[src/rtl/nap_timer_ctrl_if.sv]
// Control/status bundle between the nap timer controller and its neighbours.
// The i_snooze member exists only when SNOOZE_EN is defined.
interface nap_timer_ctrl_if;
   logic        i_tick;
   logic [23:0] i_set_time;
   logic        i_start;
   logic        i_pause;
   logic        i_cancel;
   logic        i_alarm_ack;
`ifdef SNOOZE_EN
   logic        i_snooze;
`endif
   logic [23:0] o_remain;
   logic        o_running;
   logic        o_paused;
   logic        o_alarm;
   logic        o_done;
   logic        o_load_err;

   modport slave (
      input  i_tick, i_set_time, i_start, i_pause, i_cancel, i_alarm_ack,
`ifdef SNOOZE_EN
      input  i_snooze,
`endif
      output o_remain, o_running, o_paused, o_alarm, o_done, o_load_err
   );

   modport master (
      output i_tick, i_set_time, i_start, i_pause, i_cancel, i_alarm_ack,
`ifdef SNOOZE_EN
      output i_snooze,
`endif
      input  o_remain, o_running, o_paused, o_alarm, o_done, o_load_err
   );
endinterface

[src/rtl/nap_timer_ctrl.sv]
// Nap timer countdown: loads a BCD hh:mm:ss duration, counts down on 1 Hz ticks, raises alarm at zero.
// Define SNOOZE_EN to add the snooze input that reloads SNOOZE_MIN minutes from ALARM.
module nap_timer_ctrl #(
   parameter int ALARM_TICKS = 30,
   parameter int SNOOZE_MIN  = 5
) (
   input  logic            clk,
   input  logic            rst,
   nap_timer_ctrl_if.slave bus
);
   typedef enum logic [1:0] {ST_IDLE, ST_RUN, ST_PAUSE, ST_ALARM} state_t;

   localparam logic [7:0] LP_LAST_TICK = 8'(ALARM_TICKS - 1);
`ifdef SNOOZE_EN
   localparam logic [7:0] LP_SNOOZE_BCD = {4'(SNOOZE_MIN / 10), 4'(SNOOZE_MIN % 10)};
`endif

   state_t      r_state;
   logic [23:0] r_remain;
   logic [7:0]  r_alarmCnt;
   logic        r_tickQ;
   logic        r_done;
   logic        r_loadErr;

   logic        w_tickEdge;
   logic        w_startOk;
   logic [23:0] w_remainDec;

   // Hour field compares as hex once every digit is known to be decimal.
   function automatic logic timeValid(input logic [23:0] t);
      logic ok;
      ok = 1'b1;
      for (int k = 0; k < 6; k++) begin
         if (t[4*k +: 4] > 4'd9) ok = 1'b0;
      end
      if (t[7:4] > 4'd5 || t[15:12] > 4'd5) ok = 1'b0;
      if (t[23:16] > 8'h23) ok = 1'b0;
      if (t == 24'h000000) ok = 1'b0;
      return ok;
   endfunction

   function automatic logic [23:0] bcdDec(input logic [23:0] t);
      logic [23:0] r;
      logic        borrow;
      r      = t;
      borrow = 1'b1;
      for (int k = 0; k < 6; k++) begin
         if (borrow) begin
            if (r[4*k +: 4] == 4'd0) begin
               r[4*k +: 4] = (k == 1 || k == 3) ? 4'd5 : 4'd9;
            end else begin
               r[4*k +: 4] = r[4*k +: 4] - 4'd1;
               borrow      = 1'b0;
            end
         end
      end
      return r;
   endfunction

   assign w_tickEdge  = bus.i_tick & ~r_tickQ;
   assign w_startOk   = timeValid(bus.i_set_time);
   assign w_remainDec = bcdDec(r_remain);

   // Request priority: cancel, start, snooze, alarm_ack, pause, tick.
   always_ff @(posedge clk or posedge rst) begin
      if (rst) begin
         r_state    <= ST_IDLE;
         r_remain   <= 24'h000000;
         r_alarmCnt <= 8'd0;
         r_tickQ    <= 1'b0;
         r_done     <= 1'b0;
         r_loadErr  <= 1'b0;
      end else begin
         r_tickQ   <= bus.i_tick;
         r_done    <= 1'b0;
         r_loadErr <= 1'b0;
         if (bus.i_cancel) begin
            r_state    <= ST_IDLE;
            r_remain   <= 24'h000000;
            r_alarmCnt <= 8'd0;
         end else if (bus.i_start && r_state != ST_ALARM) begin
            if (w_startOk) begin
               r_remain <= bus.i_set_time;
               r_state  <= ST_RUN;
            end else begin
               r_loadErr <= 1'b1;
            end
         end
`ifdef SNOOZE_EN
         else if (bus.i_snooze && r_state == ST_ALARM) begin
            r_remain   <= {8'h00, LP_SNOOZE_BCD, 8'h00};
            r_alarmCnt <= 8'd0;
            r_state    <= ST_RUN;
         end
`endif
         else begin
            case (r_state)
               ST_RUN: begin
                  if (bus.i_pause) begin
                     r_state <= ST_PAUSE;
                  end else if (w_tickEdge && r_remain != 24'h000000) begin
                     r_remain <= w_remainDec;
                     if (w_remainDec == 24'h000000) begin
                        r_state    <= ST_ALARM;
                        r_done     <= 1'b1;
                        r_alarmCnt <= 8'd0;
                     end
                  end
               end
               ST_PAUSE: begin
                  if (bus.i_pause) r_state <= ST_RUN;
               end
               ST_ALARM: begin
                  if (bus.i_alarm_ack) begin
                     r_state    <= ST_IDLE;
                     r_alarmCnt <= 8'd0;
                  end else if (w_tickEdge) begin
                     if (ALARM_TICKS != 0 && r_alarmCnt == LP_LAST_TICK) begin
                        r_state    <= ST_IDLE;
                        r_alarmCnt <= 8'd0;
                     end else if (r_alarmCnt != 8'hFF) begin
                        r_alarmCnt <= r_alarmCnt + 8'd1;
                     end
                  end
               end
               default: ;
            endcase
         end
      end
   end

   assign bus.o_remain   = r_remain;
   assign bus.o_running  = (r_state == ST_RUN);
   assign bus.o_paused   = (r_state == ST_PAUSE);
   assign bus.o_alarm    = (r_state == ST_ALARM);
   assign bus.o_done     = r_done;
   assign bus.o_load_err = r_loadErr;
endmodule

[src/flat_wrapper.sv]
// flat-port wrapper written by rule: the top's interface ports become plain ports
module nap_timer_ctrl_flat 
#(
   parameter int ALARM_TICKS = 30,
   parameter int SNOOZE_MIN  = 5
)
  (clk, rst, bus_i_tick, bus_i_set_time, bus_i_start, bus_i_pause, bus_i_cancel, bus_i_alarm_ack, bus_o_remain, bus_o_running, bus_o_paused, bus_o_alarm, bus_o_done, bus_o_load_err);
  nap_timer_ctrl_if bus_i ();
  input  logic clk;
  input  logic rst;
  input wire logic [$bits(bus_i.i_tick)-1:0] bus_i_tick;
  input wire logic [$bits(bus_i.i_set_time)-1:0] bus_i_set_time;
  input wire logic [$bits(bus_i.i_start)-1:0] bus_i_start;
  input wire logic [$bits(bus_i.i_pause)-1:0] bus_i_pause;
  input wire logic [$bits(bus_i.i_cancel)-1:0] bus_i_cancel;
  input wire logic [$bits(bus_i.i_alarm_ack)-1:0] bus_i_alarm_ack;
  output wire logic [$bits(bus_i.o_remain)-1:0] bus_o_remain;
  output wire logic [$bits(bus_i.o_running)-1:0] bus_o_running;
  output wire logic [$bits(bus_i.o_paused)-1:0] bus_o_paused;
  output wire logic [$bits(bus_i.o_alarm)-1:0] bus_o_alarm;
  output wire logic [$bits(bus_i.o_done)-1:0] bus_o_done;
  output wire logic [$bits(bus_i.o_load_err)-1:0] bus_o_load_err;
  assign bus_i.i_tick = bus_i_tick;
  assign bus_i.i_set_time = bus_i_set_time;
  assign bus_i.i_start = bus_i_start;
  assign bus_i.i_pause = bus_i_pause;
  assign bus_i.i_cancel = bus_i_cancel;
  assign bus_i.i_alarm_ack = bus_i_alarm_ack;
  assign bus_o_remain = bus_i.o_remain;
  assign bus_o_running = bus_i.o_running;
  assign bus_o_paused = bus_i.o_paused;
  assign bus_o_alarm = bus_i.o_alarm;
  assign bus_o_done = bus_i.o_done;
  assign bus_o_load_err = bus_i.o_load_err;
  nap_timer_ctrl #(.ALARM_TICKS(ALARM_TICKS), .SNOOZE_MIN(SNOOZE_MIN)) u_core (.clk(clk), .rst(rst), .bus(bus_i));
endmodule
[config.mk]
export PLATFORM = sky130hd
export DESIGN_NAME = nap_timer_ctrl_flat
export DESIGN_NICKNAME = d
export VERILOG_FILES = /design/src/rtl/nap_timer_ctrl_if.sv /design/src/rtl/nap_timer_ctrl.sv /design/src/flat_wrapper.sv
export SDC_FILE = /design/constraint.sdc
export NUM_CORES = 1
export LEC_CHECK = 0
export CORE_MARGIN = 2
export CORE_UTILIZATION = 45
export CTS_BUF_LIST = sky130_fd_sc_hd__clkbuf_8
export CTS_CLUSTER_DIAMETER = 30
export DETAILED_ROUTE_END_ITERATION = 16
export GPL_ROUTABILITY_DRIVEN = 0
export PLACE_DENSITY = 0.76
export REMOVE_ABC_BUFFERS = 1
export SLEW_MARGIN = 20
export SYNTH_ARGS = -nofsm -noshare
export SYNTH_HDL_FRONTEND = slang
export SYNTH_SLANG_ARGS = --single-unit
[constraint.sdc]
create_clock -name clk -period 2.7 [get_ports clk]
set_clock_uncertainty 0.05 [all_clocks]
set_input_delay 0.405 -clock clk [delete_from_list [all_inputs] [get_ports clk]]
set_output_delay 0.405 -clock clk [all_outputs]
set_load 0.02 [all_outputs]
==> metrics, run 1 <==
grt total ovfl 0; Peak VDD IR ~0.3 mV; Routed WL per cell 17.5 µm; total clock buffers created by CTS 5; Startpoint Class flip-flop; CTS max path bufs 2; clk sink count 37; final worst-path cycle share 94.0%; status completed; HPWL Detailed 6390 µm; Area growth syn-to-layout 32.8%; mapped cell area 0.00274 mm²; Cell Pwr Density 543 mW/mm²; worst reg2reg path depth 7; Crit-path slowest cell or4_1; core area about 0.0059 mm²; Root Buffer clkbuf_8; via count 3119; Die H between 80 and 90 µm; Placement Rows 28; Worst R2R Setup Slack 0.16 ns; Port Buffers 59; leakage power between 0.001 and 0.0015 µW; first-pass GRT wire length 14200 µm; syn_area_per_cell 7.85 µm²; commonest cells after routing, fill and taps aside 59 x clkdlybuf4s50_1, 39 x o21ai_0, 37 x dfrtp_1; CTS tree yes; antenna violations before repair 0; Distinct cells, synth 55; Top FF cell, synth dfrtp_1; die width 82.1 µm; clock-pin slew on the worst setup and hold paths around 0.070 ns; Highest Clock Rate just under 0.4 GHz; worst r2r src u_core.bus.o_remain[3]; Hold Path Class in -> async; yosys warns 0; crit-path max cell delay 0.58 ns; Crit. End Element flip-flop; cts hold-fix bufs 0; commonest non-fill, non-tap cell in the layout clkdlybuf4s50_1; Seq cells post-synth 37; synthesized netlist cell count 349; DRT antenna net count 0; Worst-Skew Late Latency 0.29 ns; critical path type reg -> reg; RR Endpoint u_core.bus.o_remain[13]; number of diodes 0; first-pass iteration count of the detailed router 5; initial core utilization 46.3%; crit-path cells or4_1 -> and4b_1 -> buf_4 -> nor2b_1 -> mux2_2 -> a22oi_1 -> o21ai_0; EDFF count, synth 0; max capacitance violation total 0; Fin. Hold Viols 0; drt drc 0; GRT Total Usage 27.3%; CP Max Fanout 7; nets 453; unrepaired setup endpoints after global routing no; vias in the first global route 2923; Slew Limit Fails 0; 1st-iter DRT viols 272; Final min period 2.54 ns; WL final 8660 µm; final setup fails 0; cell family with most CP delay simple AND/OR/NAND/NOR gates; full die area 0.00673 mm²; # IOs 60; WP data required 2.82 ns; CP Buf/Inv Count 1; Final TNS setup 0 ns; worst path arrival time around 2.7 ns; Worst slew margin 56.7%; post-synthesis sequential area ratio 33.8%; worst slew pin tran 0.649 ns; fraction of final layout cells with drive strength greater than 1 9.52%; Placed Area around 0.0035 mm²; via/cell ratio approximately 6.3; largest net degree at the start of global routing 38; htree depth 2; ys async rst share 100%; Final Cell Area around 0.0036 mm²
registers in the layout, indices dropped and copies added, names as in the netlist:
signal	flops
u_core.r_alarmCnt	8
u_core.bus.o_done	1
u_core.r_tickQ	1
u_core.r_state	2
u_core.bus.o_load_err	1
u_core.bus.o_remain	24
worst reg2reg max path: cells and delay by family (launching register included):
kind | cells | cell delay [ns]
flops | 1 | 0.43
mux | 1 | 0.34
compound gates | 2 | 0.24
buf+inv | 1 | 0.19
simple gates | 3 | 1.17
per-layer routing:
layer  track usage, %  vias to the layer above  wire, µm
li1                 -                     1467         -
met1             36.1                     1451      3630
met2             43.3                      182      4050
met3             6.48                       19       823
met4             10.3                        0       157
met5                0                        -         0
cell type report:
cell class | instances | area (µm²)
fillers | 509 | 2280
multi-input cells | 278 | 1680
flip-flops and latches | 37 | 926
repair buffers | 86 | 806
well taps | 75 | 93.8
clock buffers | 6 | 82.6
inverters | 12 | 45.0
clock inverters | 1 | 3.75
per-stage QoR:
| stage | setup WS, ns | util, % | total power (µW) | hold slack (ns) | instances |
|---|---|---|---|---|---|
| floorplan | -0.779 | - | 1190 | 0.386 | 327 |
| global placement | 0.134 | 59.7 | 1570 | 0.501 | 487 |
| detailed placement | 0.0815 | 59.7 | 1580 | 0.508 | 487 |
| CTS | 0.0635 | 61.2 | 1970 | 0.498 | 494 |
| global route | 0.00603 | 61.5 | 2100 | 0.564 | 495 |
| finish | 0.162 | 61.5 | 1980 | 0.477 | 495 |
Yosys cell counts, types with 2 or more instances:
cell	count	area [µm²]
o21ai_0	39	195
dfrtp_1	37	926
a21oi_1	26	130
nor2_1	23	86.3
nand2_1	21	78.8
nor3_1	17	85.1
clkbuf_1	15	56.3
nor4_1	14	87.6
inv_1	12	45.0
a22oi_1	10	75.1
nor2b_1	9	56.3
a31oi_1	8	50.1
nand3_1	8	40.0
nand3b_1	8	60.1
o21ai_1	8	40.0
and3_1	6	37.5
o21a_1	6	45.0
a211oi_1	5	37.5
and2_1	5	31.3
buf_2	5	25.0
nand4_1	5	31.3
o22ai_1	5	31.3
a32oi_1	4	35.0
nand2b_1	4	25.0
nor3b_1	4	30.0
or4_1	4	30.0
or3_1	3	18.8
a21o_1	2	15.0
a41oi_1	2	17.5
buf_4	2	15.0
ha_1	2	25.0
mux2i_1	2	20.0
nor4bb_1	2	20.0
o211ai_1	2	15.0
o2bb2ai_1	2	17.5
or2_2	2	12.5
xnor2_1	2	17.5
kinds of logic after synthesis:
kind of cell,Yosys count,synth area share (%)
xor+xnor,3,1.23
fa+ha+maj,2,0.913
compound gates,130,29.1
simple gates,140,28.7
buf+inv,34,5.16
flops,37,33.8
mux,3,1.14
power by group:
group          switching (µW)  total (µW)  internal [µW]  leakage, µW
Clock                     190         388            199    0.0000485
Sequential                105         715            610     0.000499
Combinational             477         874            397     0.000878
Total                     771        1980           1210      0.00143
worst max path at each step:
stage | from | end | slack (ns) | cells past startpoint
after CTS | u_core.bus.o_remain[3] | u_core.r_alarmCnt[7] | 0.06 | 6
after detailed placement | u_core.bus.o_remain[3] | u_core.r_alarmCnt[7] | 0.08 | 6
after global placement | bus_i_set_time[22] | u_core.r_state[0] | 0.13 | 8
after global routing | u_core.bus.o_remain[3] | u_core.bus.o_remain[13] | 0.006 | 7
final | u_core.bus.o_remain[3] | u_core.bus.o_remain[13] | 0.16 | 7
after floorplan | u_core.r_state[1] | u_core.bus.o_remain[8] | -0.78 | 5
repair_timing:
item	4_1_cts	5_1_grt
resized for setup	0	2
setup buffers	0	1
endpoints found under the setup margin	0	9
Note: power is estimated with default switching activity, not from simulation.
==> run 2, diff against run 1 <==
--- a/config.mk
+++ b/config.mk
@@ -10,10 +10,9 @@
 export CTS_BUF_LIST = sky130_fd_sc_hd__clkbuf_8
 export CTS_CLUSTER_DIAMETER = 30
 export DETAILED_ROUTE_END_ITERATION = 16
-export GPL_ROUTABILITY_DRIVEN = 0
+export GPL_ROUTABILITY_DRIVEN = 1
 export PLACE_DENSITY = 0.76
 export REMOVE_ABC_BUFFERS = 1
-export SLEW_MARGIN = 20
 export SYNTH_ARGS = -nofsm -noshare
 export SYNTH_HDL_FRONTEND = slang
 export SYNTH_SLANG_ARGS = --single-unit
==> constraint.sdc (replaced) <==
create_clock -name clk -period 2.7 [get_ports clk]
set_clock_uncertainty 0.05 [all_clocks]
set_input_delay 0.405 -clock clk [delete_from_list [all_inputs] [get_ports clk]]
set_output_delay 0.405 -clock clk [all_outputs]
set_load 0.01 [all_outputs]
==> metrics, run 2 (synthesized netlist as in run 1, its figures left out) <==
status completed; Power Internal 1210 µW (about the same); GPL Wtd Cong 0.969; Final min period 2.50 ns (-0.0398 ns); Final Cell Area 0.00363 mm² (-0.21%); Worst-Skew Late Latency 0.30 ns (about the same); fraction of final layout cells with drive strength greater than 1 9.48% (-0.045 points); worst slew pin tran 0.607 ns (-0.0422 ns); total clock buffers created by CTS 5 (unchanged); busiest grt layer met2; max capacitance violation total 0 (unchanged); Area growth syn-to-layout 32.5%; via/cell ratio 6.30 (about the same); final setup fails 0 (unchanged); met2 usage 44.0% (+0.65 points); full die area 0.00673 mm² (unchanged); Placement Rows 28 (unchanged); Layout fillers 543 (+6.7%); Highest Clock Rate 0.400 GHz (+1.6%); drt drc 0 (unchanged); largest net degree at the start of global routing 38 (unchanged); Routed WL per cell 17.6 µm (+0.82%); Comb power frac 42.7% (-1.5 points); DRT antenna net count 0 (unchanged); Peak VDD IR 0.297 mV (-3.6%); met1 usage 35.9% (-0.23 points); WL final 8770 µm (+1.2%); Sw Share 38.0% (-0.98 points); worst path arrival time 2.61 ns (-0.05 ns); first-pass iteration count of the detailed router 5 (unchanged); Post-Layout Cell Count 497 (+0.40%); WP data required 2.82 ns (about the same); switching power 740 µW (-4.0%); HPWL Detailed 6500 µm (+1.8%); Hold Path Class in -> async; first-pass GRT wire length 14200 µm (unchanged); unrepaired setup endpoints after global routing no; vias in the first global route 2918 (-0.17%); CTS max path bufs 2 (unchanged); Clock Power Share 20.6% (+1.0 points); Die H 82.1 µm (unchanged); htree depth 2 (unchanged); Resized Gates After CTS 0 (unchanged); via count 3133 (+0.45%); # IOs 60 (unchanged); nets 455 (+0.44%); grt total ovfl 0 (unchanged); clock-pin slew on the worst setup and hold paths 0.08 ns (about the same); leakage power 0.00143 µW (+0.32%); commonest cells after routing, fill and taps aside 59 x clkdlybuf4s50_1, 39 x o21ai_0, 37 x dfrtp_1; Worst slew margin 59.5% (+2.8 points); final worst-path cycle share 92.5% (-1.5 points); CP Max Fanout 6 (-1); Port Buffers 59 (unchanged); number of diodes 0 (unchanged); Startpoint Class flip-flop; clk sink count 37 (unchanged); met3 Track Usage GR 6.59% (+0.11 points); Slew Limit Fails 0 (unchanged); Fin. Hold Viols 0 (unchanged); Placed Area 0.00353 mm² (-0.14%); initial core utilization 46.3% (unchanged); critical path type reg -> reg; core area 0.00592 mm² (unchanged); commonest non-fill, non-tap cell in the layout clkdlybuf4s50_1; Root Buffer clkbuf_8; Flop pwr share 36.7% (+0.5 points); CTS tree yes; Crit. End Element flip-flop; max reg flops 24 (unchanged); Cell Pwr Density 536 mW/mm² (-1.3%); placed insts 488 (+0.21%); antenna violations before repair 0 (unchanged); die width 82.1 µm (unchanged); 1st-iter DRT viols 239 (-12%); GRT Total Usage 27.2% (-0.099 points)
==> run 2: layer usage <==
layer  wire (µm)  share of wire [%]  vias to the layer above
met2        4100                 47                      169
li1            -                  -                     1472
met4         145                1.7                        0
met1        3720                 42                     1475
met3         799                9.1                       17
met5           0                  0                        -
==> run 2: worst paths after layout <==
| path | startpoint | endpoint | slack [ns] | cells after the start |
|---|---|---|---|---|
| hold / removal | rst | u_core.bus.o_remain[23] | 0.48 | 3 |
| max in group asynchronous | rst | u_core.bus.o_remain[9] | 1.78 | 3 |
| hold reg to reg | u_core.bus.o_remain[15] | u_core.bus.o_remain[15] | 0.52 | 1 |
| min in group clk | u_core.bus.o_remain[15] | u_core.bus.o_remain[15] | 0.52 | 1 |
| setup reg to reg | u_core.bus.o_remain[3] | u_core.r_alarmCnt[7] | 0.20 | 8 |
| setup / recovery | u_core.bus.o_remain[3] | u_core.r_alarmCnt[7] | 0.20 | 8 |
==> run 2: area by class of cell <==
class                      instances  area (µm²)  share of cell area [%]
inverter                          12        45.0                    1.24
sequential                        37         926                    25.5
timing repair buffer              88         808                    22.2
clock buffer                       6        82.6                    2.27
multi-input combinational        278        1670                    46.1
clock inverter                     1        3.75                   0.103
tap                               75        93.8                    2.58
==> run 2: critical path, stage by stage (launching register included) <==
cell and delay [ns]:
dfrtp_1 0.42, or4_1 0.57, buf_4 0.18, nor3_1 0.28, xnor2_1 0.19, nand4_1 0.19
nor4_4 0.21, buf_4 0.18, o211ai_1 0.09
==> run 2: stage by stage <==
stage	setup WS, ns	hold slack [ns]	setup TNS (ns)	total power [µW]	utilization, %
after floorplan	-0.779	0.386	-17.73	1150	-
after global placement	0.152	0.494	0	1530	59.7
after detailed placement	0.0878	0.495	0	1540	59.7
after CTS	0.0635	0.500	0	1940	61.1
after global routing	0.0331	0.531	0	2060	61.4
final	0.201	0.482	0	1950	61.4
==> run 2: repair_timing <==
action,CTS,global route
endpoints found under the hold margin,0,0
setup buffers,0,2
setup endpoints to repair,0,7
hold buffers,0,0
==> run 2: power by group through the flow <==
stage                     Clock [µW]  Combinational [µW]  Sequential, µW
after floorplan                    0                 424             723
after global routing             429                 908             727
after detailed placement           0                 819             720
after global placement             0                 807             719
after CTS                        403                 823             711
final                            401                 832             714
==> run 3, diff against run 2 <==
--- a/config.mk
+++ b/config.mk
@@ -11,7 +11,7 @@
 export CTS_CLUSTER_DIAMETER = 30
 export DETAILED_ROUTE_END_ITERATION = 16
 export GPL_ROUTABILITY_DRIVEN = 1
-export PLACE_DENSITY = 0.76
+export PLACE_DENSITY_LB_ADDON = 0.12
 export REMOVE_ABC_BUFFERS = 1
 export SYNTH_ARGS = -nofsm -noshare
 export SYNTH_HDL_FRONTEND = slang
==> metrics, run 3 (synthesized netlist as in run 1, its figures left out) <==
final worst-path cycle share 94.3% (+1.8 points); Placement Rows 28 (unchanged); Worst R2R Setup Slack 0.15 ns (-0.05 ns); GRT Total Usage 26.8% (-0.42 points); crit-path cells or4_1 -> and4b_1 -> buf_4 -> nor3b_1 -> nand3_1 -> a32oi_1 -> a21oi_1; area taken by flip-flops and latches 926 µm² (unchanged); commonest non-fill, non-tap cell in the layout clkdlybuf4s50_1; Layout fillers 532 (-2.0%); largest net degree at the start of global routing 38 (unchanged); Final TNS setup 0 ns (unchanged); first-pass GRT wire length 13800 µm (-2.9%); RR Endpoint u_core.bus.o_remain[14]; critical path type reg -> reg; total clock buffers created by CTS 5 (unchanged); first-pass iteration count of the detailed router 6 (+1); Pwr Total 1940 µW (-0.37%); placed insts 492 (+0.82%); WP data required 2.83 ns (about the same); CTS tree yes; HPWL Detailed 6550 µm (+0.69%); CTS max path bufs 2 (unchanged); max reg flops 24 (unchanged); die width 82.1 µm (unchanged); worst path arrival time 2.67 ns (+0.06 ns); core area 0.00592 mm² (unchanged); full die area 0.00673 mm² (unchanged); worst reg2reg path depth 7 (-1); Crit-path slowest cell or4_1; Cell Pwr Density 532 mW/mm² (-0.78%); crit-path max cell delay 0.58 ns (about the same); Resized Gates After CTS 0 (unchanged); htree depth 2 (unchanged); via/cell ratio 6.32 (+0.32%); status completed; number of diodes 0 (unchanged); vias in the first global route 2853 (-2.2%); commonest cells after routing, fill and taps aside 59 x clkdlybuf4s50_1, 39 x o21ai_0, 37 x dfrtp_1; max capacitance violation total 0 (unchanged); Port Buffers 59 (unchanged); clk sink count 37 (unchanged); # IOs 60 (unchanged); Crit. End Element flip-flop; Peak VDD IR 0.268 mV (-9.9%); Final min period 2.55 ns (+0.0482 ns); Post-Layout Cell Count 500 (+0.60%); clock-pin slew on the worst setup and hold paths 0.08 ns (about the same); Root Buffer clkbuf_8; grt total ovfl 0 (unchanged); CP Max Fanout 6 (unchanged); area of the multi-input gates 0.00167 mm² (unchanged); cts hold-fix bufs 0 (unchanged); Slew Limit Fails 0 (unchanged); Startpoint Class flip-flop; antenna violations before repair 0 (unchanged); worst slew pin tran 0.589 ns (-0.0180 ns); initial core utilization 46.3% (unchanged); Area growth syn-to-layout 33.1%; WL final 8690 µm (-0.87%); leakage power 0.00144 µW (+0.34%); drt drc 0 (unchanged); unrepaired setup endpoints after global routing no; Fin. Hold Viols 0 (unchanged); Post-CTS Setup Inserts 0 (unchanged); Routed WL per cell 17.4 µm (-1.5%); Worst-Skew Late Latency 0.29 ns (about the same); Hold Path Class in -> async; worst r2r src u_core.bus.o_remain[4]; Highest Clock Rate 0.393 GHz (-1.9%); 1st-iter DRT viols 403 (+69%); final setup fails 0 (unchanged); Die H 82.1 µm (unchanged); via count 3162 (+0.93%); Worst slew margin 60.7% (+1.2 points); DRT antenna net count 0 (unchanged); nets 457 (+0.44%); fraction of final layout cells with drive strength greater than 1 10.4% (+0.87 points); GPL Wtd Cong 0.949 (-2.1%)
[run 3: changes by cell type in the layout (fill, tap and decap cells not counted)]
cell and change:
clkbuf_8 -1, inv_1 -1, clkinvlp_4 +1, clkinv_2 +2, buf_4 +2
[run 3: cell type report]
type,count,area share (%)
tap,75,2.57
clock buffer,5,1.89
sequential,37,25.4
timing repair buffer,90,22.6
multi-input combinational,278,45.9
clock inverter,3,0.480
inverter,12,1.23
[run 3: report_power, final]
part | internal, µW | leakage [µW] | total (µW) | switching, µW
sequential | 610 | 0.000499 | 704 | 94.3
combinational | 406 | 0.000892 | 849 | 443
clock | 178 | 0.0000439 | 387 | 209
[run 3: worst max-delay path by stage]
stage | start | cells after the start | end | slack, ns
2_1_floorplan | u_core.r_state[1] | 5 | u_core.bus.o_remain[8] | -0.78
3_3_place_gp | bus_i_set_time[22] | 8 | u_core.r_state[0] | 0.18
3_5_place_dp | bus_i_set_time[22] | 8 | u_core.r_state[0] | 0.17
4_1_cts | u_core.bus.o_remain[4] | 7 | u_core.bus.o_remain[13] | 0.18
5_1_grt | u_core.bus.o_remain[4] | 7 | u_core.bus.o_remain[14] | 0.008
6_report | u_core.bus.o_remain[4] | 7 | u_core.bus.o_remain[14] | 0.15
[run 3: critical path, delay by kind of cell, from the launching register on]
| kind | cells | cell delay, ns |
|---|---|---|
| AO/OA/AOI/OAI | 2 | 0.28 |
| buffers and inverters | 1 | 0.19 |
| flip-flops | 1 | 0.43 |
| AND/OR/NAND/NOR | 4 | 1.50 |
[run 3: metrics by stage]
stage	hold WS (ns)	setup slack, ns	cell area, µm²	utilization (%)
CTS	0.495	0.176	3650	61.6
floorplan	0.386	-0.779	2650	-
global placement	0.497	0.180	3560	60.2
finish	0.474	0.153	3650	61.6
global route	0.534	0.00803	3650	61.6
detailed placement	0.495	0.166	3560	60.2
[run 3: layer usage]
metal	GRT usage, %	wire [µm]
met3	5.93	799
met5	0	0
met4	10.3	165
met1	38.6	3810
met2	38.9	3910
